--- src/rtl/booth_mult_param.sv ---
// Sequential radix-4 Booth multiply / multiply-accumulate, one Booth digit per clock,
// with a start-edge / busy / irq / ack handshake toward the bus-side controller.
module booth_mult_param #(
  parameter int unsigned WIDTH = 16
) (
  input  logic               clk,
  input  logic               reset,
  input  logic               start,
  input  logic               ack,
  input  logic               irq_enable,
  input  logic               signed_mode,
  input  logic               acc_mode,
  input  logic [WIDTH-1:0]   data_a,
  input  logic [WIDTH-1:0]   data_b,
  output logic               busy,
  output logic               irq,
  output logic               done,
  output logic [2*WIDTH-1:0] result
);

  localparam int unsigned XW   = WIDTH + 2;
  localparam int unsigned AW   = 2 * WIDTH + 2;
  localparam int unsigned RW   = 2 * WIDTH;
  localparam int unsigned ITER = WIDTH / 2 + 1;
  localparam int unsigned CW   = $clog2(ITER + 1);

  typedef enum logic [1:0] {S_IDLE, S_RUN, S_DONE, S_WAIT} state_t;

  state_t        state_q, state_d;
  logic          start_q;
  logic [AW-1:0] a_q, a_d;
  logic [XW-1:0] b_q, b_d;
  logic          prev_q, prev_d;
  logic [CW-1:0] cnt_q, cnt_d;
  logic [AW-1:0] acc_q, acc_d;
  logic          acc_mode_q, acc_mode_d;
  logic          irq_en_q, irq_en_d;
  logic          busy_d, irq_d, done_d;
  logic [RW-1:0] result_d;

  logic          start_edge_c;
  logic [AW-1:0] a_ext_c;
  logic [XW-1:0] b_ext_c;
  logic [2:0]    window_c;
  logic [AW-1:0] partial_c;

  assign start_edge_c = start & ~start_q;

  // Extension happens once at launch; a is taken straight to accumulator width.
  assign a_ext_c = signed_mode ? {{(AW-WIDTH){data_a[WIDTH-1]}}, data_a}
                               : {{(AW-WIDTH){1'b0}}, data_a};
  assign b_ext_c = signed_mode ? {{2{data_b[WIDTH-1]}}, data_b}
                               : {2'b00, data_b};

  // b shifts right and a shifts left by two per digit, so the window is always the low bits.
  assign window_c = {b_q[1], b_q[0], prev_q};

  always_comb begin
    partial_c = '0;
    case (window_c)
      3'b001, 3'b010: partial_c = a_q;
      3'b011:         partial_c = a_q << 1;
      3'b100:         partial_c = AW'(0) - (a_q << 1);
      3'b101, 3'b110: partial_c = AW'(0) - a_q;
      default:        partial_c = '0;
    endcase
  end

  // State and datapath registers
  always_ff @(posedge clk) begin
    if (reset) begin
      state_q    <= S_IDLE;
      start_q    <= 1'b0;
      a_q        <= '0;
      b_q        <= '0;
      prev_q     <= 1'b0;
      cnt_q      <= '0;
      acc_q      <= '0;
      acc_mode_q <= 1'b0;
      irq_en_q   <= 1'b0;
      busy       <= 1'b0;
      irq        <= 1'b0;
      done       <= 1'b0;
      result     <= '0;
    end else begin
      state_q    <= state_d;
      start_q    <= start;
      a_q        <= a_d;
      b_q        <= b_d;
      prev_q     <= prev_d;
      cnt_q      <= cnt_d;
      acc_q      <= acc_d;
      acc_mode_q <= acc_mode_d;
      irq_en_q   <= irq_en_d;
      busy       <= busy_d;
      irq        <= irq_d;
      done       <= done_d;
      result     <= result_d;
    end
  end

  // Next-state logic
  always_comb begin
    state_d = state_q;
    case (state_q)
      S_IDLE: if (start_edge_c) state_d = S_RUN;
      S_RUN:  if (cnt_q == CW'(ITER - 1)) state_d = S_DONE;
      S_DONE: state_d = irq_en_q ? S_WAIT : S_IDLE;
      S_WAIT: if (ack) state_d = S_IDLE;
      default: state_d = S_IDLE;
    endcase
  end

  // Output and datapath next values
  always_comb begin
    a_d        = a_q;
    b_d        = b_q;
    prev_d     = prev_q;
    cnt_d      = cnt_q;
    acc_d      = acc_q;
    acc_mode_d = acc_mode_q;
    irq_en_d   = irq_en_q;
    busy_d     = busy;
    irq_d      = irq;
    done_d     = 1'b0;
    result_d   = result;
    case (state_q)
      S_IDLE: begin
        if (start_edge_c) begin
          busy_d     = 1'b1;
          a_d        = a_ext_c;
          b_d        = b_ext_c;
          prev_d     = 1'b0;
          cnt_d      = '0;
          acc_d      = '0;
          acc_mode_d = acc_mode;
          irq_en_d   = irq_enable;
        end
      end
      S_RUN: begin
        acc_d  = acc_q + partial_c;
        a_d    = a_q << 2;
        b_d    = b_q >> 2;
        prev_d = b_q[1];
        cnt_d  = cnt_q + CW'(1);
      end
      S_DONE: begin
        result_d = acc_mode_q ? result + acc_q[RW-1:0] : acc_q[RW-1:0];
        done_d   = 1'b1;
        if (irq_en_q) irq_d = 1'b1;
        else          busy_d = 1'b0;
      end
      S_WAIT: begin
        if (ack) begin
          irq_d  = 1'b0;
          busy_d = 1'b0;
        end
      end
      default: ;
    endcase
  end

endmodule

--- config.mk ---
export PLATFORM = sky130hd
export DESIGN_NAME = booth_mult_param
export DESIGN_NICKNAME = d
export VERILOG_FILES = /design/src/rtl/booth_mult_param.sv
export SDC_FILE = /design/constraint.sdc
export NUM_CORES = 1
export LEC_CHECK = 0
export BUFFER_PORTS_ARGS = -buffer_cell sky130_fd_sc_hd__buf_2
export CORE_MARGIN = 4
export CORE_UTILIZATION = 50
export DETAILED_ROUTE_END_ITERATION = 8
export GPL_TIMING_DRIVEN = 0
export PLACE_DENSITY = 0.72
export SKIP_CTS_REPAIR_TIMING = 1
export SYNTH_ARGS = -nofsm -noshare
export SYNTH_HDL_FRONTEND = slang
export SYNTH_SLANG_ARGS = --single-unit
--- constraint.sdc ---
create_clock -name clk -period 10.8 [get_ports clk]
set_input_delay 1.62 -clock clk [delete_from_list [all_inputs] [get_ports clk]]
set_output_delay 1.62 -clock clk [all_outputs]
set_load 0.03 [all_outputs]
Word level (Yosys, flattened, before mapping)
Index checks and enable logic that the tools add are counted.
{ "word_totals": {"register_bits": 131, "latch_bits": 0, "mem_bits_rw": 0, "mem_bits_ro": 0, "input_bits": 39, "out_inout_bits": 35, "wordCells": 72, "n_memories": 0} }
{ "op_classes": {"n_addsub": 5, "mul": 0, "div_mod_pow": 0, "n_lt_le_gt_ge": 0, "eq_ne": 15, "shifts": 0, "mux": 26, "n_bitwise": 2, "reduce_logical": 11} }
{ "ops": {"columns": ["op", "count"], "rows": [
  ["$pmux 34 s2", 2],
  ["$pmux 34 s4", 1],
  ["$mux 34", 3],
  ["$sub 1x34->34 const A", 2],
  ["$mux 18", 2],
  ["$pmux 18 s2", 1],
  ["$add 34x34->34", 1],
  ["$add 32x32->32", 1],
  ["$mux 32", 1],
  ["$ne 2x2->1 const B", 5],
  ["$eq 3x3->1 const B", 3],
  ["$mux 2", 4],
  ["$pmux 2 s4", 1],
  ["$pmux 4 s2", 1],
  ["$eq 3x2->1 const B", 2],
  ["$mux 1", 6],
  ["$reduce_and 3->1", 2],
  ["$add 4x1->4 const B", 1],
  ["$eq 2x2->1 const B", 2],
  ["$eq 4x4->1 const B", 1],
  ["$mux 4", 1],
  ["$pmux 1 s2", 2],
  ["$reduce_and 2->1", 2],
  ["$reduce_and 4->1", 1],
  ["9 further kinds", 11]
]} }

Logic depth before layout (Yosys ltp)
Gate-level depths: netlist of the first run.
{ "depth": {"ltp_word": 5, "mapped_depth": 22} }

Worst setup path after synthesis of the first run
No wires, ideal clock.
{ "synth_path": {"path_type": "register -> register", "startpoint": "register a_q[7]", "endpoint": "register acc_q[31]", "setup_ps": 62, "arrival_ps": 4868, "required_time_ps": 10738, "path_slack_ps": 5870, "path_stages_with_launch": 21, "cell_sequence": "dfxtp_1 buf_6 or4_4 or3_4 or3b_1 clkbuf_1 nor3_2 nand2b_1 xnor2_1 a221oi_1 a31oi_1 ha_1 clkbuf_1 nand4_1 or3_1 nor2_1 a21oi_1 o311a_1 o21a_1 or3_1 nand3_1"} }
{ "synth_between": {"elab_chain_cells": 4, "word_cells_on_any_way": 5, "cone_classes": "3 x add/sub; 2 x mux"} }
{ "synth_rtl": {"columns": ["item", "line_no", "source"], "rows": [
  ["start: declaration", "31", "logic [AW-1:0] a_q, a_d;"],
  ["start signal: assignment", "74", "a_q <= '0;"],
  ["start signal: assignment", "88", "a_q <= a_d;"],
  ["$sub 1x34->34 (on tied branches)", "64, 63", null],
  ["$pmux 34 s4 (*)", "60", "case (window_c)"],
  ["$add 34x34->34 (*)", "141", "acc_d = acc_q + partial_c;"],
  ["$pmux 34 s2 (*)", "127", "case (state_q)"],
  ["end signal: assignment", "78", "acc_q <= '0;"],
  ["end signal: assignment", "92", "acc_q <= acc_d;"],
  ["end: declaration", "35", "logic [AW-1:0] acc_q, acc_d;"]
]} }
Every way passes the cells marked *; elsewhere a longest branch is shown, timed or not.
A chain may end at the register's enable or synchronous reset.

Worst setup path in the final report of the first run
{ "layout_path": {"startpoint": "register a_q[2]", "endpoint": "register acc_q[31]"} }
The elaborated chain is that of the path after synthesis.

==> summary.txt, run 1 <==
vias in the first global route = 9,422
Final GP Congestion = 0.9749
Final Hold Vio Count = 0
number of H-tree levels = 4
Cell variety after synth = 69
Design Area, Final = 11,220 um2
VDD IR max = 0.1172 mV
DP HPWL = 22.91 mm
Hold/Removal Path Class = reg -> reg
GR Overflow Total = 0
via count = 10.29k
YS warnings = 0
Area after DPL = 10,620 um2
Multi-input gate area = 6848 um2
final core utilization = 57.63%
min Tclk post-route = 5.853 ns
Final setup viols = 0
post-synthesis sequential area ratio = 25.43%
Initial Utilization = 50.97%
failing checks = design-rule violations
status = complete, but fails checks
initial antenna violation count = 0
Mapped Area = 9920 um2
final setup TNS = 0 ns
MaxCap Viol Count = 0
Worst-Margin Slew = 0.8639 ns
period utilization = 54.19%
crit-path cells = clkbuf_1, nor4_1, nor4b_2, or3b_1, clkbuf_1, nor3_2, nand2b_1, xnor2_1, a221oi_1, a31oi_1, ha_1, clkbuf_1, nand4_1, or3_1, nor2_1, a21oi_1, o311a_1, o21a_1, or3_1, nand3_1
WL per Instance = 17.83 um
register area = 2522 um2
Min Hold Slack = 0.4569 ns
CP Max Fanout = 9
drt drc = 1
FF+latch count, synth = 126
Fillers = 1,841
# rows = 51
first-pass GRT wire length = 48.33 mm
number of flops mapped to enable cells by yosys = 0
Iteration-0 DRC Markers = 1,020
f_max = 0.1709 GHz
slew margin rel. = 42.41%
Crit path largest cell delay = 0.57 ns
die width = 148.9 um
DIE AREA = 22,160 um2
ANT nets after route = 0
largest net degree at the start of global routing = 17
antenna fix cells = 0
Total GRT Usage = 27.06%
layout cells sized above 1 = 9.034%
Worst-path clk slew = 0.07 ns
worst skew pair latency = 0.43 ns
Mapped Nets = 1,451
clk sinks = 126
Crit. End Element = flip-flop
most frequent cells in the layout = nand2_1 (148), a21oi_1 (137), dfxtp_1 (126)
Lkg Pwr = 4.362 nW
clk root buf = clkbuf_16
CP required = 11.17 ns
critical path data arrival time = 6.22 ns
Avg Cell Area, Syn = 7.375 um2
Post-Synthesis Cells = 1,345
Async S/R FF share, synth = 0%
critical path type = reg -> reg
I/O pin count = 74
height of the die = 148.9 um
synth-to-layout area growth = 13.07%
RSZ-0062 raised after global routing = no
Crit path max-delay family = simple AND/OR/NAND/NOR gates
CTS tree = yes
CP bufs+invs = 3
PD cells = 126.8 nW/um2
most common cell after layout, fill and taps aside = nand2_1
Core Region = 19,460 um2
ys flop type = dfxtp_1
Num CTS Buffers = 17
largest buffer count on any clock path = 2
PortBufs = 73
CP max-delay cell = nor4b_2
Crit path top cell by count = clkbuf_1
final WL = 30.57 mm
clk_skew = 0.01366 ns
Slew Viols, Final = 0
Critical Path Start Type = flip-flop
NumNets Final = 1,543
DRT Pass-1 Iters = 9
vias per cell = 6.002
per-layer routing:
metal / vias up / share of wire [%] / track usage (%)
met2: 400 / 45 / 43.87
li1: 5097 / - / -
met3: 63 / 7.8 / 5.044
met1: 4733 / 45 / 36.26
met5: - / 0 / 0
met4: 0 / 2.8 / 9.428
state kept, by name, summed over array words and instances, names as in the netlist:
register and flops:
a_q 32, acc_mode_q 1, acc_q 32, b_q 17, busy 1, cnt_q 4
done 1, irq 1, irq_en_q 1, prev_q 1, result 32, start_q 1
state_q 2
final timing paths:
check | startpoint | to | slack [ns] | cells past startpoint
hold reg to reg | b_q[5] | b_q[5] | 0.46 | 2
hold / removal | b_q[5] | b_q[5] | 0.46 | 2
setup / recovery | a_q[2] | acc_q[31] | 4.95 | 20
setup reg to reg | a_q[2] | acc_q[31] | 4.95 | 20
layout make-up:
type                            count  share of cell area (%)
Buffer                            108                   3.726
Clock buffer                       17                   3.793
Clock inverter                     15                   1.551
Inverter                           35                   1.171
Multi-Input combinational cell   1076                   61.06
Sequential cell                   126                   22.49
Tap cell                          265                   2.956
Timing Repair Buffer               73                   3.257
where the power goes:
group / total, mW / switching, mW / internal, mW / leakage [nW]
clock: 0.601 / 0.254 / 0.347 / 0.281
sequential: 0.504 / 0.0181 / 0.486 / 1.02
combinational: 0.318 / 0.203 / 0.115 / 3.06
per-stage QoR:
| stage | power [mW] | cells | setup slack, ns |
|---|---|---|---|
| final | 1.422 | 1715 | 4.947 |
| after global routing | 1.479 | 1715 | 4.581 |
| after CTS | 1.419 | 1715 | 5.004 |
| after detailed placement | 0.8229 | 1683 | 5.061 |
| after global placement | 0.8184 | 1683 | 5.126 |
| after floorplan | 0.7419 | 1345 | 5.870 |
logic make-up after synthesis:
kind of cell	Yosys count	synth area share [%]
AOI/OAI and AO/OA	445	28.91
DFF	126	25.43
xor gates and xnor gates	93	8.211
buffers and inverters	143	5.537
and+or+nand+nor	453	21.49
muxes	18	1.816
adders and majority gates	67	8.602
worst reg2reg max path: stages, from the launching register on:
cell      delay (ns)
dfxtp_1         0.30
clkbuf_1        0.23
nor4_1          0.46
nor4b_2         0.57
or3b_1          0.40
clkbuf_1        0.22
nor3_2          0.32
nand2b_1        0.17
xnor2_1         0.09
a221oi_1        0.32
a31oi_1         0.10
ha_1            0.32
clkbuf_1        0.30
nand4_1         0.20
or3_1           0.44
nor2_1          0.12
a21oi_1         0.17
o311a_1         0.42
o21a_1          0.21
or3_1           0.35
nand3_1         0.08
synth_stat cells, drive strengths merged (9+ instances only):
master	n	area share, %
nand2	148	5.6
a21oi	137	6.9
dfxtp	126	25
nor2	124	4.7
clkbuf	88	3.3
o21ai	73	3.7
xnor2	67	5.9
ha	65	8.2
nand3	50	2.5
a31oi	43	2.7
nor3	40	2.1
inv	35	1.3
a211oi	26	2.0
xor2	26	2.3
a21o	24	1.8
a22oi	22	1.7
buf	20	0.88
a221oi	19	1.7
o21a	19	1.4
mux2i	18	1.8
or3	17	1.1
o211ai	15	1.1
a22o	13	1.1
nand2b	13	0.82
nand4	13	0.82
nor2b	10	0.63
o21bai	9	0.68
(Power assumes the default switching activity.)
==> run 2, diff against run 1 <==
--- a/config.mk
+++ b/config.mk
@@ -10,7 +10,7 @@
 export CORE_UTILIZATION = 50
 export DETAILED_ROUTE_END_ITERATION = 8
 export GPL_TIMING_DRIVEN = 0
-export PLACE_DENSITY = 0.72
+export PLACE_DENSITY = 0.75
 export SKIP_CTS_REPAIR_TIMING = 1
 export SYNTH_ARGS = -nofsm -noshare
 export SYNTH_HDL_FRONTEND = slang
==> constraint.sdc (replaced) <==
create_clock -name clk -period 5.14 [get_ports clk]
set_input_delay 0.771 -clock clk [delete_from_list [all_inputs] [get_ports clk]]
set_output_delay 0.771 -clock clk [all_outputs]
set_load 0.03 [all_outputs]
==> run 2 against run 1 <==
  * The run now ends clean
  * Clock power grew 95%
  * Total power grew 110%
  * Die area is the same
  * Critical endpoint unchanged
  * Largest power group unchanged
==> summary.txt, run 2 (synthesis gave the netlist of run 1 again) <==
PortBufs = 73
RSZ-0062 raised after global routing = yes
clk root buf = clkbuf_16
Num CTS Buffers = 17
Final GP Congestion = 0.9639
Hold/Removal Path Class = reg -> reg
clk sinks = 126
critical path type = reg -> reg
VDD IR max = 0.2371 mV
top flop regs = a_q x32, acc_q x32, result x32
Final Hold Vio Count = 0
Worst-path clk slew = 0.07 ns
worst skew pair latency = 0.44 ns
critical path data arrival time = 5.42 ns
f_max = 0.1983 GHz
Core Region = 19,460 um2
height of the die = 148.9 um
WL per Instance = 18.25 um
most frequent cells in the layout = nand2_1 (148), a21oi_1 (136), dfxtp_1 (125)
Total GRT Usage = 27.60%
die width = 148.9 um
flop2flop setup slack = 0.1 ns
final worst setup slack = 0.09654 ns
antenna fix cells = 0
first-pass GRT wire length = 49.17 mm
Initial Utilization = 50.97%
via count = 10.57k
vias in the first global route = 9,525
MaxCap Viol Count = 0
met2 Usage GRT = 45.67%
PD cells = 259.2 nW/um2
Final setup viols = 0
synth-to-layout area growth = 14.91%
DP Worst Slack = -0.5317 ns
NumNets Final = 1,550
CTS tree = yes
CP Max Fanout = 9
slew margin rel. = 41.17%
Critical Path Start Type = flip-flop
vias per cell = 6.135
period utilization = 98.12%
ANT nets after route = 0
GR Util met1 = 36.52%
Slew Viols, Final = 0
GRT met3 Usage = 4.892%
DIE AREA = 22,160 um2
global routing's busiest layer = met2
clk_skew = 0.01232 ns
largest net degree at the start of global routing = 17
most common cell after layout, fill and taps aside = nand2_1
status = complete, no violations
Min Hold Slack = 0.4550 ns
largest buffer count on any clock path = 2
DRT Pass-1 Iters = 6
initial antenna violation count = 0
GR Overflow Total = 0
Fillers = 1,833
final WL = 31.43 mm
Crit. End Element = flip-flop
I/O pin count = 74
# rows = 51
min Tclk post-route = 5.043 ns
Lkg Pwr = 4.421 nW
layout cells sized above 1 = 11.26%
number of H-tree levels = 4
Worst-Margin Slew = 0.8792 ns
Iteration-0 DRC Markers = 949
DP HPWL = 23.08 mm
drt drc = 0
CP required = 5.51 ns
## run 2: changes by cell type in the layout (fill, tap and decap cells not counted), sizes merged
cell      before  now
buf           93  107
clkbuf       105   98
clkinv         2    5
bufinv         2    0
inv           42   40
clkinvlp       4    5
## run 2: power by group
part / switching [mW] / internal [mW]
registers: 0.0489 / 1.02
clock network: 0.542 / 0.631
logic: 0.437 / 0.275
total: 1.03 / 1.93
## run 2: worst max-delay path: stages (launching register included)
cell and delay, ns:
dfxtp_1 0.31, buf_6 0.13, or4_4 0.54, or3_4 0.41, or3_1 0.35, buf_2 0.21
nor2_2 0.15, nor2_1 0.07, xor2_1 0.19, a221oi_1 0.30, a31oi_1 0.11, ha_2 0.43
nand4_1 0.18, or3_4 0.40, nor2_1 0.14, a21oi_2 0.12, o311a_1 0.33, o21a_1 0.19
or3_1 0.34, nand3_1 0.08
## run 2: metrics by stage
| stage | std cells | cell area (um2) | total power [mW] | setup TNS (ns) | utilization (%) |
|---|---|---|---|---|---|
| floorplan | 1345 | 9920 | 1.559 | 0 | - |
| global placement | 1683 | 10620 | 1.720 | -1.703 | 54.55 |
| detailed placement | 1683 | 10620 | 1.731 | -1.968 | 54.55 |
| CTS | 1715 | 11170 | 2.893 | -3.182 | 57.42 |
| global route | 1722 | 11400 | 3.078 | -0.1276 | 58.57 |
| finish | 1722 | 11400 | 2.955 | 0 | 58.57 |
## run 2: path summary, 6_finish.rpt
path | startpoint | end | depth (start not counted)
max reg2reg | a_q[7] | acc_q[31] | 19
max | a_q[7] | acc_q[31] | 19
min reg2reg | b_q[3] | b_q[3] | 2
min | b_q[3] | b_q[3] | 2
## run 2: area by class of cell
type / count / area, um2 / area share, %
Multi-Input combinational cell: 1076 / 6985 / 61.28
Sequential cell: 126 / 2524 / 22.14
Timing Repair Buffer: 89 / 485.5 / 4.259
Clock buffer: 17 / 425.4 / 3.732
Buffer: 99 / 382.9 / 3.359
Tap cell: 265 / 331.6 / 2.909
Clock inverter: 15 / 132.6 / 1.164
Inverter: 35 / 131.4 / 1.153
## run 2: layer usage
metal | part of all wire, % | wire, um | up-vias
li1 | - | - | 5105
met1 | 44 | 13800 | 4914
met2 | 46 | 14350 | 478
met3 | 8.1 | 2545 | 68
met5 | 0 | 0 | -
met4 | 2.3 | 732 | 0
